**src/rtl/ifu_pkg.sv**
```systemverilog
// Shared types and constants for the instruction fetch unit.
// No logic here; imported by ifu_fetch and ifu_byte_queue.
package ifu_pkg;

    localparam int ADDR_W        = 32;
    localparam int BYTE_W        = 8;
    localparam int IFU_DEPTH_DEF = 6;

    typedef enum logic [1:0] {
        IFU_IDLE   = 2'd0,
        IFU_STREAM = 2'd1,
        IFU_FULL   = 2'd2
    } ifu_state_t;

endpackage

```
**src/rtl/ifu_byte_queue.sv**
```systemverilog
// Shift queue of fetched bytes: byte 0 is always the oldest entry.
// Latency: push/pop take effect at the next edge; caller must not push when full or over-pop.
module ifu_byte_queue
    import ifu_pkg::*;
#(
    parameter int DEPTH = IFU_DEPTH_DEF,
    parameter int CNT_W = 4
) (
    input  logic              clk_i,
    input  logic              rst_ni,
    input  logic              flush_i,
    input  logic              push_i,
    input  logic [BYTE_W-1:0] push_dat_i,
    input  logic              pop1_i,
    input  logic              pop2_i,
    output logic [BYTE_W-1:0] byte0_o,
    output logic [BYTE_W-1:0] byte1_o,
    output logic [CNT_W-1:0]  count_o
);

    logic [BYTE_W-1:0] q_q   [DEPTH];
    logic [BYTE_W-1:0] q_d   [DEPTH];
    logic [BYTE_W-1:0] ext   [DEPTH+2];
    logic [CNT_W-1:0]  count_q;
    logic [CNT_W-1:0]  count_d;
    logic [CNT_W-1:0]  pop_w;
    logic [CNT_W-1:0]  tail;
    logic [1:0]        pop_n;

    // Two zero pad slots let the shift read past the tail without range checks.
    always_comb begin
        pop_n   = {pop2_i, pop1_i & ~pop2_i};
        pop_w   = {{(CNT_W-2){1'b0}}, pop_n};
        tail    = count_q - pop_w;
        count_d = count_q - pop_w + {{(CNT_W-1){1'b0}}, push_i};
        for (int i = 0; i < DEPTH; i++) begin
            ext[i] = q_q[i];
        end
        ext[DEPTH]   = '0;
        ext[DEPTH+1] = '0;
        for (int i = 0; i < DEPTH; i++) begin
            q_d[i] = ext[i + int'(pop_n)];
            if (push_i && (CNT_W'(i) == tail)) begin
                q_d[i] = push_dat_i;
            end
        end
        if (flush_i) begin
            count_d = '0;
            for (int i = 0; i < DEPTH; i++) begin
                q_d[i] = '0;
            end
        end
    end

    always_ff @(posedge clk_i or negedge rst_ni) begin
        if (!rst_ni) begin
            count_q <= '0;
            for (int i = 0; i < DEPTH; i++) begin
                q_q[i] <= '0;
            end
        end else begin
            count_q <= count_d;
            for (int i = 0; i < DEPTH; i++) begin
                q_q[i] <= q_d[i];
            end
        end
    end

    assign byte0_o = q_q[0];
    assign byte1_o = q_q[1];
    assign count_o = count_q;

endmodule

```
**src/rtl/ifu_fetch.sv**
```systemverilog
// Instruction fetch: prefetches bytes into a queue and presents MBR1/MBR2 (IFU_SIGN_EXT_EN adds mbr1_sx/mbr2_sx).
// Latency: request cycle N -> MBR1 in N+1; Fetch stalls while the queue is full, pc_load flushes.
module ifu_fetch
    import ifu_pkg::*;
#(
    parameter int DEPTH = IFU_DEPTH_DEF
) (
    input  logic              clk_ifu,
    input  logic              reset_ifu_n,
    input  logic              ifu_en,
    input  logic              pc_load,
    input  logic [ADDR_W-1:0] pc_new,
    input  logic              consume1,
    input  logic              consume2,
    output logic [ADDR_W-1:0] PC_M,
    output logic              Fetch,
    input  logic [BYTE_W-1:0] out_MBR,
    output logic [BYTE_W-1:0] MBR1,
    output logic [15:0]       MBR2,
    output logic              mbr1_valid,
    output logic              mbr2_valid,
    output logic [ADDR_W-1:0] pc_ifu,
    output logic              ifu_err
`ifdef IFU_SIGN_EXT_EN
    ,
    output logic [31:0]       mbr1_sx,
    output logic [31:0]       mbr2_sx
`endif
);

    localparam logic [3:0] DEPTH_C = 4'(DEPTH);

    ifu_state_t        state_q, state_d;
    logic [ADDR_W-1:0] fetch_addr_q, fetch_addr_d;
    logic [ADDR_W-1:0] pc_head_q, pc_head_d;
    logic              err_q, err_d;

    logic [3:0]        q_count;
    logic [3:0]        cnt_next;
    logic [BYTE_W-1:0] q_byte0, q_byte1;
    logic              want1, want2, ok1, ok2, underflow;
    logic              pop1, pop2;

    assign Fetch = (state_q == IFU_STREAM) && (q_count < DEPTH_C) && !pc_load;
    assign PC_M  = fetch_addr_q;

    // consume1+consume2 together behave as consume2 but still flag an error.
    always_comb begin
        want2     = consume2;
        want1     = consume1 && !consume2;
        ok2       = want2 && (q_count >= 4'd2);
        ok1       = want1 && (q_count != 4'd0);
        underflow = (want2 && !ok2) || (want1 && !ok1) || (consume1 && consume2);
        pop2      = ok2 && !pc_load;
        pop1      = ok1 && !pc_load;
        err_d     = err_q | (underflow && !pc_load);
        if (pc_load) begin
            cnt_next     = 4'd0;
            pc_head_d    = pc_new;
            fetch_addr_d = pc_new;
        end else begin
            cnt_next     = q_count + {3'b0, Fetch} - {2'b0, pop2, pop1};
            pc_head_d    = pc_head_q + {{(ADDR_W-2){1'b0}}, pop2, pop1};
            fetch_addr_d = Fetch ? fetch_addr_q + 32'd1 : fetch_addr_q;
        end
    end

    always_comb begin
        state_d = state_q;
        case (state_q)
            IFU_IDLE: begin
                if (ifu_en) state_d = IFU_STREAM;
            end
            IFU_STREAM: begin
                if (!ifu_en)                  state_d = IFU_IDLE;
                else if (cnt_next == DEPTH_C) state_d = IFU_FULL;
            end
            IFU_FULL: begin
                if (!ifu_en)                 state_d = IFU_IDLE;
                else if (cnt_next < DEPTH_C) state_d = IFU_STREAM;
            end
            default: state_d = IFU_IDLE;
        endcase
    end

    always_ff @(posedge clk_ifu or negedge reset_ifu_n) begin
        if (!reset_ifu_n) begin
            state_q      <= IFU_IDLE;
            fetch_addr_q <= '0;
            pc_head_q    <= '0;
            err_q        <= 1'b0;
        end else begin
            state_q      <= state_d;
            fetch_addr_q <= fetch_addr_d;
            pc_head_q    <= pc_head_d;
            err_q        <= err_d;
        end
    end

    ifu_byte_queue #(
        .DEPTH (DEPTH),
        .CNT_W (4)
    ) u_queue (
        .clk_i      (clk_ifu),
        .rst_ni     (reset_ifu_n),
        .flush_i    (pc_load),
        .push_i     (Fetch),
        .push_dat_i (out_MBR),
        .pop1_i     (pop1),
        .pop2_i     (pop2),
        .byte0_o    (q_byte0),
        .byte1_o    (q_byte1),
        .count_o    (q_count)
    );

    assign mbr1_valid = (q_count >= 4'd1);
    assign mbr2_valid = (q_count >= 4'd2);
    assign MBR1       = mbr1_valid ? q_byte0 : '0;
    assign MBR2       = mbr2_valid ? {q_byte0, q_byte1} : '0;
    assign pc_ifu     = pc_head_q;
    assign ifu_err    = err_q;

`ifdef IFU_SIGN_EXT_EN
    assign mbr1_sx = {{24{MBR1[7]}}, MBR1};
    assign mbr2_sx = {{16{MBR2[15]}}, MBR2};
`endif

endmodule

```
**config.mk**
```make
export PLATFORM = sky130hd
export DESIGN_NAME = ifu_fetch
export DESIGN_NICKNAME = d
export VERILOG_FILES = /design/src/rtl/ifu_pkg.sv /design/src/rtl/ifu_byte_queue.sv /design/src/rtl/ifu_fetch.sv
export SDC_FILE = /design/constraint.sdc
export NUM_CORES = 1
export LEC_CHECK = 0
export CORE_UTILIZATION = 25
export CTS_BUF_LIST = sky130_fd_sc_hd__clkbuf_8
export DETAILED_ROUTE_END_ITERATION = 8
export PLACE_DENSITY = 0.42
export SYNTH_ARGS = -nofsm -noshare
export SYNTH_HDL_FRONTEND = slang
export SYNTH_SLANG_ARGS = --single-unit
```
**constraint.sdc**
```tcl
create_clock -name clk_ifu -period 4.03 [get_ports clk_ifu]
set_input_delay 0.6045 -clock clk_ifu [delete_from_list [all_inputs] [get_ports clk_ifu]]
set_output_delay 0.6045 -clock clk_ifu [all_outputs]
set_load 0.01 [all_outputs]
```
==> impl_metrics.toml, run 1 <==
[synthesis]
synth_area_leaders = "dfrtp_1 42%, xnor2_1 5.2%, mux2_2 4.8%"
synth_nets = 784
synthCells = 721
synth_top_area_share_pct = 42.03
yosysUniqueCellTypes = 60
syn_avg_cell_area_um2 = 9.827
synthAdderAreaFrac_pct = 3.214
yosysSeqAreaShare_pct = 42.03
synthFlopType = "dfrtp_1"
synth_top_family_by_area = "simple AND/OR/NAND/NOR gates"
synth_compound_area_share_pct = 13.51
yosysWarnings = 0
synth_edf_count = 0
yosys.area_share.simple_pct = 20.45
synth_top_area_cell = "dfrtp_1"
async_flop_share_pct = 100.0
synth_xor_area_share_pct = 8.035
synth_mux_area_share_pct = 9.447
syn-cell-area_mm2 = 0.007086
ys_seq_elements = 119

[final_layout]
antenna_cells = 0
final_common_cell = "clkdlybuf4s50_1"
fin_nets = 929
final_cell_mix = "135 x clkdlybuf4s50_1, 119 x dfrtp_1, 79 x nand2_1"
syn_to_final_growth_pct = 32.56
fin_area_mm2 = 0.009393
final_layout_size_suffix_gt1_share_pct = 11.29
final_cells = 1255

[sta]
post-route-period-util_pct = 82.92
rsz0062_at_grt = "false"
slew_viol_final = 0
fin_crit_ns = 3.342
finalClockSkew_ns = 0.01045
setup_viol = 0
slew_headroom_pct = 39.45
hold_violations = 0
max_clock_freq_mhz = 299.3
tightest_slew_ns = 0.9082
setup_tns_ns = 0

[global_route]
grt_max_degree = 65
grt_pass1_wl_mm = 36.32
track_usage_pct = 16.52
gr-total-overflow = 0
grt_pass1_vias = 6155
grt_antenna_before_repair = 2

[clocking]
htree_num_levels = 4
cts_repair_resize_count = 0
post_cts_buffers = 0
ctsHoldBuffers = 0
cts-root-buf = "clkbuf_8"
cts_buffers = 17
worstSkewPairLatency_ns = 0.44
cts_tree = "done"
cts.sinks = 119
clockBufferDepth = 2
clk_pin_slew_ns = 0.07

[setup_path]
reg2reg_slack_ns = 0.69
end_kind = "flip-flop"
crit_type = "reg -> reg"
cp.arrival_ns = 3.67
start_kind = "flip-flop"
rr_startpoint = "u_queue.count_o[3]"
required_ns = 4.36
regToRegEndpoint = "u_queue.ext[47]"
reg2reg_depth = 12
path_max_fanout = 8

[detailed_routing]
drt_iter0_drc = 370
wl_met3_mm = 1.714
drc = 0
drtPass1Iterations = 5
drtAntennaViolNets = 0
wl_met1_mm = 10.81
vias = 6010
top_layer_used = "met5"
vias_per_cell = 4.789
wl_met2_mm = 10.01
post_drt_wl_per_cell_um = 18.19
routed_wl_mm = 22.83

[min_path]
hp-class = "in -> async"

[die]
die_x_um = 170.4
start_util_pct = 25.43
rows = 61
design.core.area_mm2 = 0.02786
die_area_mm2 = 0.02902
fp.dieH_um = 170.4
io_pins = 138

[run]
maxCapViolCount = 0

[place]
dp_hpwl_mm = 16.27
place_area_mm2 = 0.008975
io_buffer_count = 137
place_congestion = 0.7382
dpl.cell_count = 1225

[power]
leakage_nw = 3.920
vdd_drop_max_v = 0.0001734
powerDensity_mw_per_mm2 = 503.9

[status]
status = "finished clean"
## how the worst max path moves through the flow
stage	startpoint	to
global route	u_queue.count_o[3]	u_queue.ext[41]
finish	u_queue.count_o[3]	u_queue.ext[47]
floorplan	u_queue.count_o[3]	u_queue.ext[24]
CTS	u_queue.count_o[3]	u_queue.ext[47]
global placement	consume2	u_queue.ext[47]
detailed placement	consume2	u_queue.byte0_o[6]
## registers in the layout, summed over array words and instances, names as in the netlist
| register | flops |
|---|---|
| u_queue.byte0_o | 8 |
| pc_ifu | 32 |
| u_queue.count_o | 4 |
| PC_M | 32 |
| ifu_err | 1 |
| u_queue.ext | 32 |
| u_queue.byte1_o | 8 |
| state_q | 2 |
## critical path: stages (launching register included)
cell and delay, ns:
dfrtp_1 0.44, inv_1 0.16, ha_1 0.21, or3b_1 0.37, nand3_1 0.14, inv_1 0.06
ha_1 0.20, inv_1 0.07, fa_1 0.24, o311ai_0 0.15, o22ai_1 0.40, a41oi_1 0.45
a22o_1 0.33
## power by group
part / switching (mW) / total [mW] / internal [mW]
Sequential: 0.252 / 1.67 / 1.42
Combinational: 0.976 / 1.86 / 0.886
Clock: 0.504 / 1.20 / 0.692
Total: 1.73 / 4.73 / 3.00
## layout make-up
class | count | area [um^2]
Fill cell | 2904 | 18470
Multi-Input combinational cell | 544 | 3872
Sequential cell | 119 | 2978
Timing Repair Buffer | 160 | 1562
Tap cell | 378 | 473.0
Clock buffer | 19 | 261.5
Clock inverter | 11 | 156.4
Inverter | 24 | 90.09
## metal layers
layer	global-route usage (%)	up-vias
li1	-	2888
met2	25.11	197
met1	22.62	2897
met3	5.349	24
met4	3.682	4
met5	0	-
## metrics by stage
stage	power, mW	hold WS, ns	util [%]	setup WS (ns)
final	4.733	0.2888	33.72	0.6883
after global routing	5.076	0.3326	33.72	0.4056
after CTS	4.812	0.3153	33.72	0.6641
after detailed placement	3.578	0.4645	32.22	0.3987
after global placement	3.592	0.4730	32.22	0.4647
after floorplan	2.775	0.3089	-	0.5470
## logic make-up (layout without fill, tap and decap cells)
group	count (synthesis)	count (layout)
xor+xnor	65	65
flops	119	119
fa+ha+maj	17	17
buf+inv	58	214
mux	63	63
simple gates	269	269
compound gates	130	130
## cell usage after synthesis, types with 2 or more instances
library cell  number
a21boi_0          11
a21boi_1           6
a21o_1             8
a21oi_1           16
a22o_1            16
a22oi_1            6
a31oi_1           19
and2_1            27
and3_1            14
and4_1             2
buf_1              4
buf_2              8
buf_4              2
clkbuf_1          20
dfrtp_1          119
fa_1               2
ha_1              15
inv_1             22
mux2_2            30
mux2i_1           32
nand2_1           79
nand2b_1          13
nand3_1           29
nand4_1           29
nand4_2            3
nor2_1            39
nor2b_1            6
nor3_1             8
nor3b_1            3
nor4_2             4
nor4_4             2
o21a_1             3
o21ai_0            8
o21bai_1           7
o221ai_1          10
o2bb2ai_1          8
o311ai_0           2
or3b_1             4
xnor2_1           42
xor2_1            23
No activity file was read; power rests on OpenSTA's default activity.
==> run 2: changes to the inputs <==
==> constraint.sdc (replaced) <==
create_clock -name clk_ifu -period 3.4 [get_ports clk_ifu]
set_input_delay 0.51 -clock clk_ifu [delete_from_list [all_inputs] [get_ports clk_ifu]]
set_output_delay 0.51 -clock clk_ifu [all_outputs]
set_load 0.01 [all_outputs]
==> impl_metrics.toml, run 2 (synthesized netlist as in run 1, its figures left out) <==
[detailed_routing]
vias = 6111
drtPass1Iterations = 4
post_drt_wl_per_cell_um = 18.34
drc = 0
drt_iter0_drc = 311
vias_per_cell = 4.789
routed_wl_mm = 23.40
drtAntennaViolNets = 0

[clocking]
clockBufferDepth = 2
cts_tree = "done"
post_cts_buffers = 0
clk_pin_slew_ns = 0.08
worstSkewPairLatency_ns = 0.44
cts-root-buf = "clkbuf_8"
cts_buffers = 17
cts.sinks = 119
htree_num_levels = 4

[global_route]
grt_max_degree = 56
track_usage_pct = 16.93
grt_pass1_vias = 6326
grt_pass1_wl_mm = 37.27
gr-total-overflow = 0
grt_antenna_before_repair = 2

[power]
powerDensity_mw_per_mm2 = 604.4
vdd_drop_max_v = 0.0002178
swShare_pct = 38.19
clockPowerShare_pct = 24.7
comb_power_share_pct = 41.4
p_sw_mw = 2.216
p_int_mw = 3.586
leakage_nw = 4.013
seqPwrFrac_pct = 34.0

[setup_path]
required_ns = 2.89
reg2reg_depth = 15
path_max_fanout = 6
cp.arrival_ns = 2.65
start_kind = "flip-flop"
end_kind = "primary output"
rr_startpoint = "u_queue.count_o[2]"
crit_type = "reg -> out"
startpoint = "u_queue.count_o[3]"

[sta]
slew_headroom_pct = 25.36
holdWs_ns = 0.1208
slew_viol_final = 0
tightest_slew_ns = 1.116
setup_viol = 0
max_clock_freq_mhz = 316.6
rsz0062_at_grt = "false"
setup_tns_ns = 0
post-route-period-util_pct = 92.89
hold_violations = 0
finalClockSkew_ns = 0.01731
fin_crit_ns = 3.158

[die]
design.core.area_mm2 = 0.02786
start_util_pct = 25.43
die_area_mm2 = 0.02902
die_x_um = 170.4
io_pins = 138
fp.dieH_um = 170.4
rows = 61

[final_layout]
final_layout_size_suffix_gt1_share_pct = 13.71
multi_input_area_mm2 = 0.003905
fin_nets = 947
final_cell_mix = "135 x clkdlybuf4s50_1, 119 x dfrtp_1, 79 x nand2_1"
seq_area_mm2 = 0.002978
final_common_cell = "clkdlybuf4s50_1"
n_fill_cell = 2915
syn_to_final_growth_pct = 35.46

[place]
io_buffer_count = 137
place_congestion = 0.7623
dp_hpwl_mm = 16.37

[min_path]
hp-class = "in -> async"

[run]
maxCapViolCount = 0

[status]
status = "finished clean"
## run 2: cell types whose count changed in the layout (fill, tap and decap cells not counted), sizes merged
cell,change
buf,+18
bufinv,-1
clkbuf,-2
clkinv,+1
clkinvlp,+1
diode,+1
inv,+3
## run 2: power by group through the flow
| stage | clock network [mW] | logic [mW] | registers [mW] |
|---|---|---|---|
| floorplan | 0 | 1.33 | 1.96 |
| global placement | 0 | 2.41 | 2.00 |
| detailed placement | 0 | 2.40 | 2.00 |
| CTS | 1.48 | 2.41 | 1.97 |
| global route | 1.54 | 2.67 | 2.02 |
| finish | 1.43 | 2.40 | 1.97 |
## run 2: layout make-up
type,count,share of cell area [%]
antenna,1,0.02607
clock buffer,17,2.438
clock inverter,15,2.008
inverter,24,0.9516
multi-input combinational,544,40.69
sequential,119,31.03
tap,378,4.928
timing repair buffer,178,17.94
## run 2: worst max-delay path, cell delays in order (launching register included)
cell and delay, ns:
dfrtp_1 0.38, buf_4 0.15, nor3b_1 0.27, nand2_1 0.27, nor2_1 0.50, clkdlybuf4s50_1 0.64
## run 2: stage by stage
step                      total power [mW]  std cells  worst slack, ns  util, %  area [um^2]
final                                5.801       1276           0.2416    34.45         9598
after detailed placement             4.399       1243         -0.06798    32.82         9144
after CTS                            5.866       1275          0.09222    34.35         9570
after global routing                 6.232       1275          0.01352    34.44         9595
after global placement               4.404       1243         -0.04492    32.82         9144
after floorplan                      3.295        721         0.002761        -         7093
## run 2: metal layers
metal / vias to the layer above / wire [um] / GRT usage (%) / part of all wire (%)
met2: 151 / 11370 / 28.69 / 49
met5: - / 12 / 0 / 0.051
li1: 2924 / - / - / -
met4: 2 / 195 / 4.074 / 0.83
met3: 14 / 1294 / 4.023 / 5.5
met1: 3020 / 10530 / 21.57 / 45
## run 2: final timing paths
kind | slack, ns | endpoint
min in group clk_ifu | 0.48 | ifu_err
max reg2reg | 0.30 | u_queue.ext[22]
max | 0.24 | Fetch
min | 0.12 | u_queue.ext[47]
max in group asynchronous | 2.45 | PC_M[23]
min reg2reg | 0.48 | ifu_err
## run 2: what timing repair did
action / in CTS / in global routing
endpoints found under the setup margin: 0 / 40
resized for setup: 0 / 4
hold buffers: 0 / 0
